==> config.mk <==
export PLATFORM = sky130hd
export DESIGN_NAME = random_code_gen
export DESIGN_NICKNAME = d
export VERILOG_FILES = /design/src/rtl/random_code_gen.sv
export SDC_FILE = /design/constraint.sdc
export NUM_CORES = 1
export LEC_CHECK = 0
export BUFFER_PORTS_ARGS = -buffer_cell sky130_fd_sc_hd__buf_4
export CORE_ASPECT_RATIO = 1.4
export CORE_MARGIN = 2
export CORE_UTILIZATION = 42
export CTS_BUF_LIST = sky130_fd_sc_hd__clkbuf_8 sky130_fd_sc_hd__clkbuf_16
export CTS_CLUSTER_DIAMETER = 40
export DETAILED_ROUTE_END_ITERATION = 8
export PLACE_DENSITY = 0.67
export SLEW_MARGIN = 5
export SYNTH_ARGS = -nofsm -noshare
export SYNTH_HDL_FRONTEND = slang
export SYNTH_SLANG_ARGS = --single-unit
==> constraint.sdc <==
create_clock -name clk -period 3.6 [get_ports clk]
set_input_delay 0.72 -clock clk [delete_from_list [all_inputs] [get_ports clk]]
set_output_delay 0.72 -clock clk [all_outputs]
set_load 0.01 [all_outputs]
==> src/rtl/random_code_gen.sv <==
// Random 3-bit code generator with an LFSR source and a tick-timed delay ending in a one-cycle go pulse.
// Optional abort input is built only when RANDOM_CODE_GEN_ABORT_EN is defined.
module random_code_gen #(
  parameter logic [7:0]  SEED       = 8'hA5,
  parameter logic [15:0] DELAY_BASE = 16'd1000,
  parameter logic [15:0] DELAY_STEP = 16'd250
) (
  input  logic       clk,
  input  logic       rst_n,
  input  logic       start,
  input  logic       tick,
`ifdef RANDOM_CODE_GEN_ABORT_EN
  input  logic       abort,
`endif
  output logic [2:0] code,
  output logic       code_valid,
  output logic       busy,
  output logic       go
);

  typedef enum logic [1:0] {
    IDLE,
    ARM,
    WAIT,
    DONE
  } state_t;

  state_t      r_state;
  state_t      w_next;
  logic [7:0]  r_lfsr;
  logic [15:0] r_cnt;
  logic [2:0]  r_code;
  logic        r_code_valid;
  logic [15:0] w_load;
  logic        w_expire;
  logic        w_fb;

  assign w_fb     = r_lfsr[7] ^ r_lfsr[5] ^ r_lfsr[4] ^ r_lfsr[3];
  assign w_load   = DELAY_BASE + (16'(r_code) * DELAY_STEP);
  // A zero load expires on the first tick, same as a count of one.
  assign w_expire = tick && (r_cnt <= 16'd1);

  always_ff @(posedge clk or negedge rst_n) begin
    if (!rst_n) begin
      r_lfsr <= SEED;
    end else if (r_lfsr == 8'h00) begin
      r_lfsr <= SEED;
    end else begin
      r_lfsr <= {r_lfsr[6:0], w_fb};
    end
  end

  always_ff @(posedge clk or negedge rst_n) begin
    if (!rst_n) begin
      r_state <= IDLE;
    end else begin
      r_state <= w_next;
    end
  end

  always_comb begin
    w_next = r_state;
    case (r_state)
      IDLE:    if (start) w_next = ARM;
      ARM:     w_next = WAIT;
      WAIT:    if (w_expire) w_next = DONE;
      DONE:    w_next = IDLE;
      default: w_next = IDLE;
    endcase
`ifdef RANDOM_CODE_GEN_ABORT_EN
    if (abort && (r_state == ARM || r_state == WAIT)) w_next = IDLE;
`endif
  end

  always_ff @(posedge clk or negedge rst_n) begin
    if (!rst_n) begin
      r_cnt        <= '0;
      r_code       <= '0;
      r_code_valid <= 1'b0;
    end else begin
      if (r_state == IDLE && start) r_code <= r_lfsr[2:0];
      if (r_state == ARM) begin
        r_cnt        <= w_load;
        r_code_valid <= 1'b1;
      end
      if (r_state == WAIT && tick && r_cnt != 16'd0) r_cnt <= r_cnt - 16'd1;
`ifdef RANDOM_CODE_GEN_ABORT_EN
      // Abort wins over the ARM-cycle set so an aborted run never looks valid.
      if (abort && (r_state == ARM || r_state == WAIT)) r_code_valid <= 1'b0;
`endif
    end
  end

  assign code       = r_code;
  assign code_valid = r_code_valid;
  assign busy       = (r_state == ARM) || (r_state == WAIT);
  assign go         = (r_state == DONE);

endmodule

# Yosys cells after proc, flatten, opt, wreduce, memory -nomap -nowiden
# Index checks and enable logic that the tools add are counted.
[classes]
n_addsub = 2
n_mul = 1
order_cmp = 1
n_eq_ne = 5
n_mux = 6
bitwise_logic = 3
reduce_logical = 10
[op_table]
columns = ["op", "count"]
rows = [
  ["two-way mux 16 bit", 2],
  ["<= comparator 16 x 1 -> 1 bit, second input constant", 1],
  ["nonzero test 16 bit", 1],
  ["subtractor 16 x 1 -> 16 bit, second input constant", 1],
  ["adder 10 x 11 -> 12 bit, first input constant", 1],
  ["multiplier 3 x 7 -> 10 bit, second input constant", 1],
  ["zero test 8 bit", 1],
  ["two-way mux 8 bit", 1],
  ["one-hot mux 2 bit (4 select lines)", 1],
  ["== test 2 bit, second input constant", 2],
  ["logical AND 1 bit", 4],
  ["two-way mux 2 bit", 2],
  ["inequality test 2 bit, second input constant", 2],
  ["XOR 1 bit", 3],
  ["== test 2 x 1 -> 1 bit, second input constant", 1],
  ["zero test 2 bit", 1],
  ["AND reduction 2 bit", 1],
  ["nonzero test 2 bit", 1],
  ["logical OR 1 bit", 1],
]
[word_totals]
reg_bits = 30
in_bits = 4
output_inout_bits = 6
word_cells = 33

# Depth between registers and ports, before layout
# Gate-level depths: netlist of run 1.
[logic_depth]
word_depth = 4
ltp_mapped = 13

# Worst setup path after synthesis of run 1
# No wires, ideal clock.
[synth_path]
kind = "register to register"
start = "register r_code[0] (netlist: code[0])"
end = "register r_cnt[10]"
setup_time_ps = 87
t_arrival_ps = 3207
slack_ps = 306
path_stages_with_launch = 14
synth_period_minus_slack_ps = 3294
path_cell_list = "dfrtp_1 > inv_1 > fa_1 > xnor2_1 > ha_1 > a21o_1 > inv_1 > fa_1 > nand2b_1 > a211oi_1 > o211ai_1 > or3b_2 > xnor2_1 > a22oi_1"
[synth_between]
elab_chain_len = 4
[synth_lines]
columns = ["item", "line", "source"]
rows = [
  ["start: declaration", "32", "logic [2:0] r_code;"],
  ["start signal: assignment", "81", "if (r_state == IDLE && start) r_code <= r_lfsr[2:0];"],
  ["multiplier 3 x 7 -> 10 bit", "39", "assign w_load = DELAY_BASE + (16'(r_code) * DELAY_STEP);"],
  ["adder 10 x 11 -> 12 bit", "39", ""],
  ["two-way mux 16 bit", "82", "if (r_state == ARM) begin"],
  ["two-way mux 16 bit", "86", "if (r_state == WAIT && tick && r_cnt != 16'd0) r_cnt <= r_cnt - 16'd1;"],
  ["end signal: assignment", "83", "r_cnt <= w_load;"],
  ["end signal: assignment", "86", ""],
  ["end: declaration", "31", "logic [15:0] r_cnt;"],
]
# Every way passes these cells. The select of a mux whose other input is x is not followed.
# A chain may end at the register's enable or synchronous reset.

# Worst setup path in the final report of run 1
# Ends and elaborated chain as after synthesis.

==> results of run 1 <==
-- stage by stage --
stage,instances,area (um^2)
6_report,291,2263
5_1_grt,291,2263
4_1_cts,291,2263
3_5_place_dp,283,2153
3_3_place_gp,283,2153
2_1_floorplan,217,2047
-- worst min-delay path by stage --
| stage | to | slack (ns) |
|---|---|---|
| 5_1_grt | r_state[0]$_DFFE_PN0P_ | 0.39 |
| 6_report | r_cnt[10]$_DFFE_PN0P_ | 0.36 |
| 3_3_place_gp | r_lfsr[3]$_DFF_PN0_ | 0.40 |
| 3_5_place_dp | r_lfsr[3]$_DFF_PN0_ | 0.40 |
| 4_1_cts | r_lfsr[4]$_DFF_PN0_ | 0.37 |
| 2_1_floorplan | code[0]$_DFFE_PN0P_ | 0.42 |
-- cell families after synthesis --
logic type      Yosys count
compound gates           52
simple gates             77
xor+xnor                 11
flops                    30
fa+ha+maj                20
buf+inv                  22
mux                       5
-- flip-flops by register name (all words and copies together), names as in the netlist --
name and flops:
code 3, code_valid 1, r_cnt 16, r_lfsr 8
r_state 2
-- per-layer routing --
metal	routed length (um)	part of all wire
met1	1717	0.43
met2	2125	0.53
met3	112	0.028
met4	37	0.0093
met5	0	0
-- synth_stat cells (all sizes together) --
library cell and instances:
o211a 1, a221oi 1, a311oi 1, xnor2 7, a21oi 16, a21o 1, and2 2, o21ba 1
nor4 3, or2 2, or4 3, dfstp 4, o21ai 14, nor3 6, clkbuf 6, o22ai 1
o31ai 1, xor2 4, nand4 5, a22oi 1, o221a 3, buf 4, ha 17, mux2 3
nand2 19, nor2b 2, a211oi 3, fa 3, dfrtp 26, nand3 4, or4b 1, a211o 1
inv 12, nor2 20, o2111ai 1, o211ai 3, a21boi 1, a31oi 1, or3 1, nand2b 8
mux2i 2, o32a 1, or3b 1
-- cell type report --
type / instances / area, um^2 / area share
clock buffers: 8 / 110.1 / 0.04865
inverters: 12 / 45.04 / 0.01990
flip-flops and latches: 30 / 755.7 / 0.3339
repair buffers: 12 / 90.09 / 0.03980
multi-input cells: 165 / 1182 / 0.5224
well taps: 64 / 80.08 / 0.03538
==> impl_metrics.ini, run 1 <==
[global_routing]
antenna_found_initial = 0
grt_use_total = 0.1590
grt.busiest_layer = met2
grt_max_degree = 31
grt_use_met2 = 0.2950
overflow = 0
grt_pass1_vias = 1585
grt_pass1_wl_um = 6844
gr-usage-met3 = 0.03506
grt_use_met1 = 0.1816

[routing]
vias = 1574
firstDrtPassIters = 4
ant_nets = 0
drc = 0
drt_wl_total_um = 3992
drtIter0Drc = 63
wl_per_cell_um = 13.72
post_drt_via_cell_ratio = 5.409

[sta]
relSlewSlack = 0.2474
fin_crit_sh = 0.9319
slew_viol_final = 0
hold_ws_ns = 0.3610
period_minus_slack_ns = 3.355
skew_ns = 0.006716
hold_viol_final = 0
final.setup.tns_ns = 0
worstMarginPinSlew_ns = 1.125
rsz0062_at_grt = false
setup_viol = 0
setup_ws_ns = 0.2453
max_freq_mhz = 298.1

[placed_design]
pre_cts_ws_ns = 0.2531
port_buffers = 9
dp_hpwl_um = 3004
gp_congestion = 0.8337

[worst_setup_path]
cp_num_buf_inv = 2
cp.arrival_ns = 3.56
cpPeakStageDelay_ns = 0.64
worst-path-stages = 13
r2r-start = code[0]$_DFFE_PN0P_
worst_r2r_endpoint = r_cnt[10]$_DFFE_PN0P_
path_class = reg2reg
crit_required_ns = 3.80
crit_start = code[0]$_DFFE_PN0P_
critPathTopFamily = adder cells
worstPathCellList = inv_1, fa_1, xnor2_1, ha_1, a21o_1, inv_1, fa_1, nand2b_1, a211oi_1, o211ai_1, or3b_2, xnor2_1, a22oi_1
startpoint_type = flip-flop
crit_path_max_fanout = 4
end_kind = flip-flop
crit_path_end = r_cnt[10]$_DFFE_PN0P_
reg2reg_depth = 13
critPathSlowestCell = fa_1
rrSetupSlack_ns = 0.25

[clock_network]
path_clk_slew_ns = 0.07
cts_tree = done
cts_max_level = 2
postCtsHoldBufs = 0
numCtsBuffers = 5
clock_tree.buffer_depth = 2
insertion_delay_ns = 0.28
clock_sinks = 30
cts_resized = 0
post_cts_buffers = 0
cts-root-buf = clkbuf_8

[finish]
fill_cells = 468
nets = 250
drive_above_1_share = 0.1718
syn_to_final_growth_pct = 10.57
layout_common_cells = dfrtp_1, nor2_1, nand2_1, ha_1, a21oi_1
final_common_cell = dfrtp_1
n_antenna_cell = 0
fin_util = 0.4748

[yosys]
ys_seq_elements = 30
muxShareOfSynthArea = 0.02628
yosysTopAreaCell = dfrtp_1
syn_area_um2 = 2047
synth_xor_area_frac = 0.04707
yosysTopAreaCellShare = 0.3178
syn_nets = 241
yosys_warnings = 0
avgSynthCellArea_um2 = 9.433
synth_adder_area_share = 0.1333
synth_top_family_by_area = simple AND/OR/NAND/NOR gates
syn_inst = 217
synth_compound_area_frac = 0.1663
ys_types = 53
synthSimpleGateAreaFrac = 0.2048
ys_top_cells_by_area = dfrtp_1, ha_1, dfstp_2
seq_area_frac_synth = 0.3692

[run]
drv_cap = 0

[die]
core.rowCount = 30
die_h_um = 86.60
start_util = 0.4294
core_area_um2 = 4767
ios = 10
fp.dieW_um = 63
design.die.area_um2 = 5456

[worst_hold_path]
hold_class = in2async

[outcome]
run_status = complete, no violations
Power of run 1 is not shown: default switching activity piles up to over one toggle a cycle in this logic, so the estimate is an artifact.
==> inputs of run 2 (changes only) <==
Settings changed: ABC_AREA from default to 1, CTS_BUF_LIST sky130_fd_sc_hd__clkbuf_8 sky130_fd_sc_hd__clkbuf_16 to sky130_fd_sc_hd__clkbuf_8, MAX_ROUTING_LAYER from default to met4.
==> run 2 against run 1 <==
Compared with the run above: non-clock buffer count shrank 3; final area shrank 0.77%; synthesized cell count grew 18%; worst hold slack lost 0.011 ns; clock-buffer cell count shrank 2; worst setup slack gained 0.19 ns; clock skew shrank 0.0011 ns; final cell count grew 14%.
==> impl_metrics.ini, run 2 <==
[outcome]
run_status = complete, no violations

[worst_setup_path]
cpPeakStageDelay_ns = 0.63
critPathSlowestCell = fa_1
end_kind = flip-flop
crit_path_max_fanout = 6
worstPathCellList = inv_1, fa_1, inv_2, nand2_1, and2_1, ha_1, a21oi_1, fa_1, inv_1, nor3_1, nand3_1, nand3b_1, nand2_1, nand2_1, a21oi_1
path_class = reg2reg
startpoint_type = flip-flop
cp.arrival_ns = 3.38
crit_required_ns = 3.81
crit_path_frequent_cell = nand2_1

[die]
die_h_um = 86.43
design.die.area_um2 = 5434
start_util = 0.4276
ios = 10
core.rowCount = 30
fp.dieW_um = 62.88
core_area_um2 = 4767

[sta]
final.setup.tns_ns = 0
hold_viol_final = 0
fin_crit_sh = 0.8791
rsz0062_at_grt = false
setup_viol = 0
skew_ns = 0.005582
hold_ws_ns = 0.3503
worstMarginPinSlew_ns = 0.4105
slew_viol_final = 0
period_minus_slack_ns = 3.165
max_freq_mhz = 316.0
relSlewSlack = 0.7234

[clock_network]
cts_resized = 0
clock_tree.buffer_depth = 2
cts_tree = done
numCtsBuffers = 5
post_cts_buffers = 0
insertion_delay_ns = 0.28
cts-root-buf = clkbuf_8
path_clk_slew_ns = 0.07
clock_sinks = 30
cts_max_level = 2
postCtsHoldBufs = 0

[routing]
drt_wl_total_um = 3992
vias = 1654
drc = 0
wl_per_cell_um = 12.06
post_drt_via_cell_ratio = 4.997
drtIter0Drc = 43
firstDrtPassIters = 4
ant_nets = 0

[yosys]
yosysMostFrequentCell = nand2_1
ys_seq_elements = 30
yosysTopAreaCell = dfrtp_1
synth_common_cells = nand2_1, inv_1, dfrtp_1, nor2_1, ha_1
ys.flop_type = dfrtp_1
syn_inst = 256
yosysTopAreaCellShare = 0.3192
ys_types = 34
ys_top_cells_by_area = dfrtp_1, ha_1, nand2_1
async_reset_ff_frac = 1.000
avgSynthCellArea_um2 = 7.962
syn_area_um2 = 2038
synth-edff-count = 0
syn_nets = 280
seq_area_frac_synth = 0.3708
yosys_warnings = 0

[placed_design]
gp_congestion = 0.8958
dp_hpwl_um = 3077
placedCellCount = 323
port_buffers = 9

[finish]
largest_reg_flops = 16
drive_above_1_share = 0.1311
multi_input_area_um2 = 1120
layout_common_cells = nand2_1, inv_1, dfrtp_1, nor2_1, ha_1
final_common_cell = nand2_1
fill_cells = 484
n_antenna_cell = 0
syn_to_final_growth_pct = 10.19
regMostFlops = r_cnt
nets = 290
fin_cells = 331
register_area_um2 = 755.7

[global_routing]
antenna_found_initial = 0
grt_max_degree = 31
grt_use_total = 0.1764
grt_pass1_wl_um = 7279
grt_pass1_vias = 1685
overflow = 0

[worst_hold_path]
hold_class = in2async

[run]
drv_cap = 0
[run 2: cell types whose count changed after synthesis, sizes merged, moves of 5 or more]
| cell | previous run | this run |
|---|---|---|
| nand2 | 19 | 53 |
| inv | 12 | 35 |
| nand3 | 4 | 14 |
| nor2 | 20 | 30 |
| nand2b | 8 | 0 |
| xor2 | 4 | 9 |
[run 2: layout make-up]
| class | count | share of cell area |
|---|---|---|
| flip-flops and latches | 30 | 0.3365 |
| clock buffers | 6 | 0.03677 |
| multi-input cells | 185 | 0.4986 |
| repair buffers | 9 | 0.03008 |
| clock inverters | 2 | 0.003900 |
| well taps | 64 | 0.03565 |
| inverters | 35 | 0.05850 |
[run 2: final timing paths]
kind / start / end / slack, ns / cells after the start
setup / recovery: code[0]$_DFFE_PN0P_ / r_cnt[9]$_DFFE_PN0P_ / 0.44 / 15
min in group clk: r_lfsr[0]$_DFF_PN1_ / r_lfsr[1]$_DFF_PN0_ / 0.40 / 0
hold / removal: rst_n / r_cnt[10]$_DFFE_PN0P_ / 0.35 / 1
setup reg to reg: code[0]$_DFFE_PN0P_ / r_cnt[9]$_DFFE_PN0P_ / 0.44 / 15
hold reg to reg: r_lfsr[0]$_DFF_PN1_ / r_lfsr[1]$_DFF_PN0_ / 0.40 / 0
max in group asynchronous: rst_n / r_lfsr[0]$_DFF_PN1_ / 2.93 / 1
[run 2: cells by family (layout without fill, tap and decap cells)]
kind of cell | count (synthesis) | in the layout | synth area share
AOI/OAI and AO/OA | 38 | 38 | 0.1068
xor gates and xnor gates | 13 | 13 | 0.05586
adders and majority gates | 20 | 20 | 0.1338
buffers and inverters | 41 | 52 | 0.07980
DFF | 30 | 30 | 0.3708
and+or+nand+nor | 114 | 114 | 0.2529
[run 2: metal layers]
metal | track usage | up-vias | wire length, um
met2 | 0.3114 | 11 | 2093
met5 | - | - | 0
met3 | 0.03506 | 5 | 82
li1 | - | 849 | -
met4 | 0.07071 | 0 | 66
met1 | 0.1945 | 789 | 1750
[run 2: stage by stage]
step | area (um^2) | utilization | setup slack, ns
global placement | 2155 | 0.4520 | 0.5505
global route | 2246 | 0.4711 | 0.1482
detailed placement | 2155 | 0.4520 | 0.4226
floorplan | 2038 | - | 0.6117
finish | 2246 | 0.4711 | 0.4352
CTS | 2246 | 0.4711 | 0.4081
[run 2: critical path: cells and delay by family, from the launching register on]
family                   cells  cell delay (ns)
AND/OR/NAND/NOR              7             0.93
AO/OA/AOI/OAI                2             0.17
buffers and inverters        3             0.26
adder cells (fa/ha/maj)      3             1.29
flip-flops                   1             0.43
Power of run 2 is left out for the same reason.
